**src/rtl/uart_rx_if.sv**
```systemverilog
// Serial receive bundle for uart_rx.
//   rx        : serial line into the receiver (idle high)
//   rx_data   : last correctly framed byte
//   rx_valid  : one-cycle strobe, rx_data updated
//   frame_err : one-cycle strobe, stop bit sampled low
//   idle      : receiver has no frame in progress
// master = line driver / byte consumer, slave = the receiver.
interface uart_rx_if;
    logic       rx;
    logic [7:0] rx_data;
    logic       rx_valid;
    logic       frame_err;
    logic       idle;

    modport master (output rx, input rx_data, rx_valid, frame_err, idle);
    modport slave  (input rx, output rx_data, rx_valid, frame_err, idle);
endinterface

```
**src/rtl/uart_rx.sv**
```systemverilog
// 8N1 UART receiver. Oversamples rx with clk, validates the start bit at its
// centre, samples 8 data bits LSB-first at bit centres and checks the stop bit.
// Ports:
//   clk   : system clock
//   rst_n : asynchronous active-low reset
//   bus   : uart_rx_if.slave (rx in; rx_data, rx_valid, frame_err, idle out)
module uart_rx #(
    parameter int CLKS_PER_BIT = 434
) (
    input  logic       clk,
    input  logic       rst_n,
    uart_rx_if.slave   bus
);
    localparam int HALF_BIT = CLKS_PER_BIT / 2;
    localparam int CW       = $clog2(CLKS_PER_BIT);

    localparam logic [CW-1:0] HALF_LAST = CW'(HALF_BIT - 1);
    localparam logic [CW-1:0] BIT_LAST  = CW'(CLKS_PER_BIT - 1);

    typedef enum logic [2:0] {IDLE, START, DATA, STOP, WAIT_HIGH} state_t;

    state_t        state;
    logic          rx_meta, rx_s;
    logic [CW-1:0] clk_cnt;
    logic [2:0]    bit_cnt;
    logic [7:0]    shreg;
    logic [7:0]    rx_data_q;
    logic          rx_valid_q, frame_err_q, idle_q;

    assign bus.rx_data   = rx_data_q;
    assign bus.rx_valid  = rx_valid_q;
    assign bus.frame_err = frame_err_q;
    assign bus.idle      = idle_q;

    // Two-flop synchronizer; resets to the idle line level so reset release
    // never looks like a start bit.
    always_ff @(posedge clk or negedge rst_n) begin
        if (!rst_n) begin
            rx_meta <= 1'b1;
            rx_s    <= 1'b1;
        end else begin
            rx_meta <= bus.rx;
            rx_s    <= rx_meta;
        end
    end

    // idle_q is registered alongside every state change so it always matches
    // (state == IDLE) without a combinational output.
    always_ff @(posedge clk or negedge rst_n) begin
        if (!rst_n) begin
            state       <= IDLE;
            clk_cnt     <= '0;
            bit_cnt     <= '0;
            shreg       <= '0;
            rx_data_q   <= '0;
            rx_valid_q  <= 1'b0;
            frame_err_q <= 1'b0;
            idle_q      <= 1'b1;
        end else begin
            rx_valid_q  <= 1'b0;
            frame_err_q <= 1'b0;
            case (state)
                IDLE: begin
                    clk_cnt <= '0;
                    if (!rx_s) begin
                        state  <= START;
                        idle_q <= 1'b0;
                    end
                end
                START: begin
                    if (clk_cnt == HALF_LAST) begin
                        clk_cnt <= '0;
                        if (!rx_s) begin
                            state   <= DATA;
                            bit_cnt <= '0;
                        end else begin
                            // line went high before mid start bit: glitch
                            state  <= IDLE;
                            idle_q <= 1'b1;
                        end
                    end else begin
                        clk_cnt <= clk_cnt + 1'b1;
                    end
                end
                DATA: begin
                    if (clk_cnt == BIT_LAST) begin
                        clk_cnt <= '0;
                        shreg   <= {rx_s, shreg[7:1]};
                        if (bit_cnt == 3'd7) state <= STOP;
                        else                 bit_cnt <= bit_cnt + 1'b1;
                    end else begin
                        clk_cnt <= clk_cnt + 1'b1;
                    end
                end
                STOP: begin
                    if (clk_cnt == BIT_LAST) begin
                        clk_cnt <= '0;
                        if (rx_s) begin
                            // return to IDLE mid stop bit so a start bit with
                            // zero idle gap is still caught
                            rx_data_q  <= shreg;
                            rx_valid_q <= 1'b1;
                            state      <= IDLE;
                            idle_q     <= 1'b1;
                        end else begin
                            frame_err_q <= 1'b1;
                            state       <= WAIT_HIGH;
                        end
                    end else begin
                        clk_cnt <= clk_cnt + 1'b1;
                    end
                end
                WAIT_HIGH: begin
                    // a break holds the line low; report it once, then wait
                    if (rx_s) begin
                        state  <= IDLE;
                        idle_q <= 1'b1;
                    end
                end
                default: begin
                    state  <= IDLE;
                    idle_q <= 1'b1;
                end
            endcase
        end
    end
endmodule

```
**src/flat_wrapper.sv**
```systemverilog
// flat-port wrapper written by rule: the top's interface ports become plain ports
module uart_rx_flat 
#(
    parameter int CLKS_PER_BIT = 434
)
  (clk, rst_n, bus_rx, bus_rx_data, bus_rx_valid, bus_frame_err, bus_idle);
  uart_rx_if bus_i ();
  input  logic clk;
  input  logic rst_n;
  input wire logic [$bits(bus_i.rx)-1:0] bus_rx;
  output wire logic [$bits(bus_i.rx_data)-1:0] bus_rx_data;
  output wire logic [$bits(bus_i.rx_valid)-1:0] bus_rx_valid;
  output wire logic [$bits(bus_i.frame_err)-1:0] bus_frame_err;
  output wire logic [$bits(bus_i.idle)-1:0] bus_idle;
  assign bus_i.rx = bus_rx;
  assign bus_rx_data = bus_i.rx_data;
  assign bus_rx_valid = bus_i.rx_valid;
  assign bus_frame_err = bus_i.frame_err;
  assign bus_idle = bus_i.idle;
  uart_rx #(.CLKS_PER_BIT(CLKS_PER_BIT)) u_core (.clk(clk), .rst_n(rst_n), .bus(bus_i));
endmodule
```
**config.mk**
```make
export PLATFORM = sky130hd
export DESIGN_NAME = uart_rx_flat
export DESIGN_NICKNAME = d
export VERILOG_FILES = /design/src/rtl/uart_rx_if.sv /design/src/rtl/uart_rx.sv /design/src/flat_wrapper.sv
export SDC_FILE = /design/constraint.sdc
export NUM_CORES = 1
export LEC_CHECK = 0
export ABC_AREA = 1
export BUFFER_PORTS_ARGS = -buffer_cell sky130_fd_sc_hd__buf_2
export CAP_MARGIN = 25
export CORE_ASPECT_RATIO = 0.7
export CORE_MARGIN = 3
export CORE_UTILIZATION = 53
export CTS_CLUSTER_DIAMETER = 120
export CTS_CLUSTER_SIZE = 28
export DETAILED_ROUTE_END_ITERATION = 7
export MAX_ROUTING_LAYER = met4
export PLACE_DENSITY = 0.75
export SYNTH_ARGS = -nofsm -noshare
export SYNTH_HDL_FRONTEND = slang
export SYNTH_SLANG_ARGS = --single-unit
```
**constraint.sdc**
```tcl
create_clock -name clk -period 1.3 [get_ports clk]
set_input_delay 0.13 -clock clk [delete_from_list [all_inputs] [get_ports clk]]
set_output_delay 0.13 -clock clk [all_outputs]
set_load 0.01 [all_outputs]
```
# Word level (Yosys, flattened, before mapping)
# Index checks and enable logic that the tools add are counted.
# word_totals
elab_cells	65
inputBits	3
out_inout_bits	11
ff_bits	36
# classes
n_mux	28
n_reduce_logical	9
addsub	2
bitwise_logic	1
n_eq_ne	15
# ops
operator	n
$mux W3	11
$pmux W9 S3	1
$mux W9	2
$pmux W3 S5	1
$mux W1	10
$ne A2 B1 Y1 const B	5
$add A9 B1 Y9 const B	1
$eq A9 B8 Y1 const B	1
$eq A9 B9 Y1 const B	1
$eq A3 B2 Y1 const B	2
$eq A3 B3 Y1 const B	2
$ne A2 B2 Y1 const B	3
$pmux W3 S2	1
$reduce_and A6 Y1	1
$pmux W1 S5	1
$reduce_and A5 Y1	1
$reduce_and A4 Y1	1
$add A3 B1 Y3 const B	1
$eq A3 B1 Y1 const B	1
$logic_not A3 Y1	1
$reduce_and A3 Y1	1
$reduce_bool A3 Y1	1
$mux W2	1
$reduce_and A2 Y1	1
3 further kinds	3

# Logic depth before layout (Yosys ltp)
# Gate-level depths: netlist of run 1.
# depth
depth_word	4
depth_mapped	11
ltp_nobuf	11

# Worst setup path after synthesis of run 1
# Ideal clock, no wire load.
# synth_timing
path_kind	reg-to-reg
startpoint	register u_core.clk_cnt[1]
endpoint	register u_core.rx_data_q[6], in the netlist u_core.bus.rx_data[6]
path_stages_with_launch	11
setup_ns	0.118
synth_period_minus_slack_ns	1.394
path_slack_ns	-0.094
arrival_ns	1.276
n_path_buf	1
required_time_ns	1.182
cell_sequence	dfrtp_1 inv_1 ha_1 nand2_1 nor2_1 nand2_2 inv_2 nand3_4 buf_6 nand2_1 o21ai_2
# synth_via
elab_chain_len	2
# synth_lines
element	line_no	source
start: declaration	uart_rx.sv:24	logic [CW-1:0] clk_cnt;
start signal: assignment	uart_rx.sv:82	clk_cnt <= clk_cnt + 1'b1;
start signal: assignment	uart_rx.sv:92	clk_cnt <= clk_cnt + 1'b1;
start signal: assignment	uart_rx.sv:110	clk_cnt <= clk_cnt + 1'b1;
$eq A9 B9 Y1	uart_rx.sv:96	if (clk_cnt == BIT_LAST) begin
$reduce_and A3 Y1 (no line)	-	
end signal: assignment	uart_rx.sv:101	rx_data_q <= shreg;
end: declaration	uart_rx.sv:27	logic [7:0] rx_data_q;
# No other way between the ends.
# A chain may end at the register's enable or synchronous reset.

# Final worst setup path of run 1
# layout_timing
startpoint	register u_core.clk_cnt[1]
endpoint	register u_core.clk_cnt[8]
# layout_via
elab_chain_len	3
word_cells_on_any_way	6
cone_classes	1 x add/sub; 2 x eq/ne; 3 x mux
# layout_lines
element	line_no	source
$add A9 B1 Y9, or another cell as far along	uart_rx.sv:82, uart_rx.sv:92, uart_rx.sv:110	
$mux W9 (on tied branches)	uart_rx.sv:86, uart_rx.sv:96, uart_rx.sv:71	
$pmux W9 S3 *	uart_rx.sv:62	case (state)
# Mark *: on every way between the ends. The rest lies on a longest branch, timed or not.

==> impl.org, run 1 <==
** Setup path
- By startpoint and endpoint, the worst setup path is classified as reg -> reg.
- STA classifies the critical path endpoint as a register.
- The worst setup path is launched from a register.
- For the worst setup path, the data arrival time is ~1.8 ns.
- Of all nets on the critical path, the largest fanout is 5.
- Worst endpoint required time :: 1.49 ns

** Drt
- DRT iter0 DRCs :: 154
- Total wire length :: 5.23 mm
- Vias per cell :: 5.59
- Number of search-and-repair iterations in the first detailed-routing pass :: 4
- Post-DR wirelength/cell :: 17.4 µm
- Overall via count from detail_route :: 1678
- In this run the remaining antenna-violating nets after routing total 0.
- Number of remaining DRC errors :: 0

** Clocking
- Clock transition at the registers of the reported paths :: around 0.07 ns
- Clock tree synthesis inserted a total of 5 buffers.
- Clock H-tree levels :: 2
- The later pin in the worst-skew pair is clocked with a latency of 0.29 ns.
- Clock tree from TritonCTS :: yes
- TritonCTS sink count :: 36
- The clock passes through at most 2 buffers.
- The tree is rooted in a clkbuf_8.

** Synth
- Share of the synthesized area in the top cell type :: 0.463
- Of the synthesized area, sequential elements account for 0.507.
- Synthesis produced approximately 210 cells.
- Counting distinct cell types in the post-synthesis netlist gives 25.
- After synthesis, the cell types taking the most area are dfrtp_1, nand2_1, inv_1.
- Cell taking the most area after synthesis :: dfrtp_1
- Yosys Warn Count :: 0
- The number of nets handed over by synthesis was 216.
- In this run the mean area of a mapped cell was ~8.6 µm².
- Post-synthesis instance area :: ~1800 µm²
- After synthesis the netlist holds a flip-flop and latch count of 36.

** Timing
- For the final database, setup skew stands at 0.00735 ns.
- For the finished layout, the period the worst path requires is roughly 1.6 ns.
- Pin slew with the least headroom to its limit :: 0.454 ns
- Setup violations remaining at the end of the flow were counted as 34.
- Worst slew margin relative to its limit :: 0.698
- Unrepaired setup endpoints after global routing :: true
- Final hold violations :: 0
- Sum Neg Setup Slack :: -8.70 ns
- In the finished design, the share of the clock period the worst path needs comes to 1.25.
- Once routing completed, OpenROAD measured the worst setup slack at -0.325 ns.
- Timing-limited maximum frequency :: 615 MHz
- The max-slew violation total from the final report came to 0.

** Global routing
- The number of global-route vias before repair is 1541.
- Antenna violations before repair :: 0
- Entering global routing, the biggest net connects 37 pins.
- Overflow after GRT :: 0
- First-pass GRT wire length :: 7.13 mm
- Across every metal layer, demand over resource in global routing totals 0.249.

** Die
- The floorplan step defined a core boundary enclosing 3000 µm².
- Chip width :: 75.3 µm
- Starting utilization of the core area :: 0.594
- Die area :: 4110 µm²
- Core Rows :: 16
- Number of primary I/O pins :: 14
- In this run the vertical extent of the chip is 54.5 µm.

** Power and ir drop
- Power, Total :: approximately 0.0020 W
- Leak :: 1.20 nW
- VDD sags by at most 0.727 mV.
- In this run the power density over the cells is 811 nW/µm².

** Placed design
- Count of placed standard cells including taps :: 284
- The HPWL after detailed placement is 2.79 mm.
- In this run the tool buffered the top-level ports with 13 buffer cells.
- Area after detailed placement :: approximately 2100 µm²
- Final weighted congestion of routability-driven global placement :: 0.944

** Final layout
- Growth of design area from synthesis to finish :: 38.2%
- Final antenna diode count :: 0
- The finished layout holds 300 standard cells, fillers aside.
- Once layout is done, the placed cells without fillers occupy between 2000 and 2500 µm².
- Top library cells by usage in the layout, fill and taps aside :: nand2_1, dfrtp_1, buf_4
- Number of nets at the end of the flow :: 271
- Share of layout cells above drive strength 1 :: 0.462

** Job
- Number of max-capacitance violations reported :: 0

** Run status
- The run finished, with violations left.
- The final reports fail on negative setup slack.

** Hold path
- Worst hold path class :: reg -> reg
## flip-flops by register name, indices dropped and copies added (netlist names)
name,cells
u_core.rx_s,1
u_core.rx_meta,1
u_core.bus.frame_err,1
u_core.clk_cnt,9
u_core.bus.idle,1
u_core.bus.rx_valid,1
u_core.state,3
u_core.bit_cnt,3
u_core.bus.rx_data,8
u_core.shreg,8
## where the power goes
part	total [W]	switching [W]	leakage [nW]	internal, W
clock network	0.000827	0.000404	0.0510	0.000423
logic	0.0000434	0.0000313	0.675	0.0000121
registers	0.00113	0.00000150	0.476	0.00113
## worst max-delay path, cell delays in order (launching register included)
cell,delay (ns)
dfrtp_1,0.42
inv_2,0.14
ha_4,0.16
nand2_4,0.05
nor2_4,0.14
nand2_4,0.11
nand2_2,0.14
nand2_4,0.09
inv_4,0.08
nand2_2,0.06
nand2_1,0.07
inv_1,0.05
## final timing paths
check / startpoint / endpoint / slack [ns] / cells past startpoint
max: u_core.clk_cnt[1] / u_core.clk_cnt[8] / -0.32 / 11
min: u_core.rx_meta / u_core.rx_s / 0.36 / 0
max reg2reg: u_core.clk_cnt[1] / u_core.clk_cnt[8] / -0.32 / 11
min reg2reg: u_core.rx_meta / u_core.rx_s / 0.36 / 0
max in group asynchronous: rst_n / u_core.bus.idle / 0.55 / 3
min in group asynchronous: rst_n / u_core.bus.rx_data[3] / 0.39 / 3
## layer usage
layer	global-route usage	share of wire	vias to the layer above
met2	0.405	0.49	78
met3	0.0606	0.061	22
met4	0.0901	0.035	0
met5	-	0	-
li1	-	-	757
met1	0.304	0.41	821
## logic make-up after synthesis
logic type	synth area share
XOR/XNOR	0.0295
AND/OR/NAND/NOR	0.244
buffers and inverters	0.0842
flip-flops	0.507
AO/OA/AOI/OAI	0.0996
adder cells (fa/ha/maj)	0.0351
## synthesized netlist by cell type (all sizes together)
cell type	instances
o21ai	24
xnor2	1
o21a	1
nand3	11
dfrtp	33
nand4	1
nor3	3
inv	31
buf	3
dfstp	3
xor2	5
nand2	62
a21oi	1
nor2	23
ha	5
o21bai	1
## layout make-up
type	count	area (µm²)
Multi-Input combinational cell	139	918
Fill cell	154	539
Tap cell	36	45.0
Clock buffer	6	82.6
Inverter	31	126
Clock inverter	2	10.0
Timing Repair Buffer	50	375
Sequential cell	36	906
## stage by stage
step                worst slack, ns  hold WS, ns  utilization
floorplan                   -0.0505       -0.166            -
global placement             -0.117        0.186        0.698
detailed placement           -0.213        0.191        0.698
CTS                          -0.161        0.359        0.767
global route                 -0.355        0.360        0.820
finish                       -0.325        0.359        0.820
## repair_timing
action                                 in CTS  in global routing
endpoints found under the hold margin      34                  0
cloned                                      1                  0
hold buffers                                2                  0
setup endpoints to repair                  33                 34
pin swaps                                   7                 10
buffers inserted                            2                  3
gates resized for setup                    25                 34
No activity file was read; power rests on OpenSTA's default activity.
==> run 2: changes to the inputs <==
--- a/config.mk
+++ b/config.mk
@@ -9,7 +9,6 @@
 export BUFFER_PORTS_ARGS = -buffer_cell sky130_fd_sc_hd__buf_2
 export CAP_MARGIN = 25
 export CORE_ASPECT_RATIO = 0.7
-export CORE_MARGIN = 3
 export CORE_UTILIZATION = 53
 export CTS_CLUSTER_DIAMETER = 120
 export CTS_CLUSTER_SIZE = 28
==> run 2 against run 1 <==
The flow finishes with violations (design-rule violations, negative setup slack). Combinational power up 17%. Cell area down 2.3%. Wire length down 23%. Worst setup slack better by 0.16 ns. Maximum frequency up 11%. Critical path type unchanged. Critical endpoint is now u_core.clk_cnt[2].
==> impl.org, run 2 (synthesis gave the netlist of run 1 again) <==
** Timing
- Pin slew with the least headroom to its limit :: 0.416 ns (was 0.454 ns)
- Final slew viol count :: 0 (unchanged)
- Min Tclk post-route :: 1.47 ns (was 1.62 ns)
- The final critical-path share of the clock period came to 1.13 (was 1.25).
- Worst slew margin relative to its limit :: 0.722 (was 0.698)
- Worst setup margin :: -0.166 ns (was -0.325 ns)
- The maximum clock rate came to 682 MHz (was 615 MHz).
- Final hold violations :: 0 (unchanged)
- Sum Neg Setup Slack :: -3.22 ns (was -8.70 ns)
- Final setup fails :: 32 (was 34)
- The worst hold-check slack came to 0.308 ns (was 0.359 ns).
- Clock skew :: 0.00443 ns (was 0.00735 ns)
- Unrepaired setup endpoints after global routing :: true (unchanged)

** Final layout
- The layout cell share with drive strength beyond 1 was 0.430 (was 0.462).
- The library cell used most frequently in the layout, excluding fill and tap cells, is nand2_1.
- Top library cells by usage in the layout, fill and taps aside: nand2_1, dfrtp_1, buf_4 (unchanged).
- The register containing the most flip-flops in the final layout is u_core.clk_cnt (unchanged).
- The post-route core utilization is 0.759 (was 0.820).
- The net total in the final layout was 265 (was 271).
- The area used by sequential logic in the layout was 907 µm² (was 906 µm²).
- Final standard cell count with taps included and fillers excluded :: 296 (was 300)
- The area used by multi-input combinational logic was 915 µm² (was 918 µm²).
- The number of inserted diodes came to 0 (unchanged).
- Filler cell count in the final layout :: 195 (was 154)
- Growth of design area from synthesis to finish :: 34.9% (was 38.2%)
- Largest register FFs :: 9 (unchanged)

** Run status
- Violations in the final reports :: design-rule violations, negative setup slack (was negative setup slack)
- Result of the run :: complete, but fails checks (unchanged)

** Global routing
- The met1 usage in global routing is 0.317 (was 0.304).
- The initial antenna violation count is 0 (unchanged).
- First-pass GRT wire length :: 6.14 mm (was 7.13 mm)
- Maximum number of pins on one net before global-route repair :: 21 (was 37)
- Via count of the first global-routing pass :: 1396 (was 1541)
- Met3 capacity usage during global routing :: 0.0723 (was 0.0606)
- Total GRT Usage :: 0.237 (was 0.249)
- The most used routing layer in global routing is met2 (unchanged).
- Global-route track usage on met2 :: 0.349 (was 0.405)
- The overflow left after global routing was 0 (unchanged).

** Clocking
- Maximum number of buffers from clock root to sink :: 2 (unchanged)
- The CTS clock-pin slew for the worst setup and hold paths came to 0.07 ns (about the same).
- Clock tree from TritonCTS :: yes (unchanged)
- TritonCTS sink count :: 36 (unchanged)
- The CTS H-tree depth came to 2 (unchanged).
- Clock network latency to the later pin of the worst-skew pair :: 0.28 ns (was 0.29 ns)
- Total clock buffers created by CTS :: 5 (unchanged)
- Post-CTS Setup Inserts :: 0 (was 2)
- Buffer cell driving the clock tree root :: clkbuf_8 (unchanged)

** Power and ir drop
- The internal portion of total power is 0.00158 W (was 0.00156 W).
- Clock Power Share :: 0.404 (was 0.414)
- Combinational Power Share :: 0.026 (was 0.022)
- The net switching power of the design came to 0.000399 W (was 0.000437 W).
- Fraction of power consumed by sequential logic :: 0.571 (was 0.564)
- The power density normalized to cell area came to 821 nW/µm² (was 811 nW/µm²).
- The peak supply drop is 0.715 mV (was 0.727 mV).
- The fraction of power spent switching nets came to 0.202 (was 0.219).
- Leak :: 1.18 nW (was 1.20 nW)

** Die
- The width of the die came to 71.3 µm (was 75.3 µm).
- The standard cell core area came to 3170 µm² (was 3000 µm²).
- The starting density of the core is 0.563 (was 0.594).
- Number of primary I/O pins :: 14 (unchanged)
- The number of rows created at floorplan was 17 (was 16).
- Die area :: 3600 µm² (was 4110 µm²)
- The overall die height is 50.5 µm (was 54.5 µm).

** Setup path
- The register-to-register setup slack came to -0.17 ns (was -0.32 ns).
- The worst path required time is 1.47 ns (was 1.49 ns).
- The capturing element type of the critical path was a register (unchanged).
- The arrival time reported for the critical path endpoint is 1.63 ns (was 1.82 ns).
- Critical path's largest stage delay :: 0.45 ns (was 0.42 ns)
- Sort of element at the start of the critical path :: register (unchanged)
- The worst-case reg-to-reg path depth came to 9 (was 11).
- The start-to-end type of the worst setup path is reg -> reg (unchanged).
- Critical Path, Cell by Cell: inv_2 > ha_4 > nand2_2 > nor2_2 > nand2_2 > nand2_4 > nand2_4 > nor2_4 > nor2_2 (was inv_2 > ha_4 > nand2_4 > nor2_4 > nand2_4 > nand2_2 > nand2_4 > inv_4 > nand2_2 > nand2_1 > inv_1).
- The worst-path cell with the longest stage delay was dfrtp_2 (was dfrtp_1).
- Crit Path Max Fanout :: 4 (was 5)

** Drt
- ANT nets after route :: 0 (unchanged)
- Number of search-and-repair iterations in the first detailed-routing pass :: 6 (was 4)
- The number of DRC markers after the initial detailed-route iteration came to 72 (was 154).
- Post-DR wirelength/cell :: 13.6 µm (was 17.4 µm)
- The total vias in the final route is 1496 (was 1678).
- The via-per-instance ratio came to 5.05 (was 5.59).
- The number of remaining DRC errors is 1 (was 0).
- The final wirelength was 4.01 mm (was 5.23 mm).

** Placed design
- Count of placed standard cells including taps :: 285 (was 284)
- The worst-case setup slack after placement is -0.185 ns (was -0.213 ns).
- The count of input and output buffers is 13 (unchanged).
- Dpl hpwl :: 2.62 mm (was 2.79 mm)
- Final weighted congestion of routability-driven global placement :: 0.866 (was 0.944)

** Job
- The max-cap violation count was 0 (unchanged).

** Hold path
- Worst hold path class :: in -> async (was reg -> reg)
## run 2: worst max-delay path, delay by kind of cell (launching register included)
family	cells	cell delay, ns
DFF	1	0.45
adders and majority gates	1	0.13
and+or+nand+nor	7	0.67
buffers and inverters	1	0.09
## run 2: final timing paths
| check | endpoint | start |
|---|---|---|
| max in group asynchronous | u_core.rx_s | rst_n |
| hold / removal | u_core.bus.rx_data[3] | rst_n |
| hold reg to reg | u_core.rx_s | u_core.rx_meta |
| setup reg to reg | u_core.clk_cnt[2] | u_core.clk_cnt[0] |
| min in group clk | u_core.rx_s | u_core.rx_meta |
| setup / recovery | u_core.clk_cnt[2] | u_core.clk_cnt[0] |
## run 2: what timing repair did
item | in CTS | in global routing
endpoints found under the hold margin | 17 | 0
setup endpoints to repair | 33 | 34
resized for setup | 21 | 32
pin swaps | 2 | 11
hold buffers | 2 | 0
gates cloned | 1 | 0
## run 2: metrics by stage
step	total power (W)	area, µm²
finish	0.00197	2410
global route	0.00205	2410
CTS	0.00200	2290
floorplan	0.00115	1800
detailed placement	0.00119	2100
global placement	0.00119	2100
## run 2: metal layers
metal | wire [µm] | vias to the layer above
li1 | - | 745
met1 | 1990 | 721
met2 | 1860 | 28
met3 | 146 | 2
met4 | 19 | 0
met5 | 0 | -
## run 2: power by group through the flow
stage	sequential, W	clock [W]	combinational [W]
after floorplan	0.00115	0	0.00000375
after global routing	0.00113	0.000862	0.0000565
after detailed placement	0.00115	0	0.0000454
after CTS	0.00113	0.000819	0.0000520
after global placement	0.00115	0	0.0000455
final	0.00113	0.000797	0.0000506
## run 2: layout make-up
class,instances,share of cell area
Tap cell,38,0.0198
Clock buffer,8,0.0374
Multi-Input combinational cell,139,0.380
Sequential cell,36,0.377
Timing Repair Buffer,44,0.134
Inverter,31,0.0515
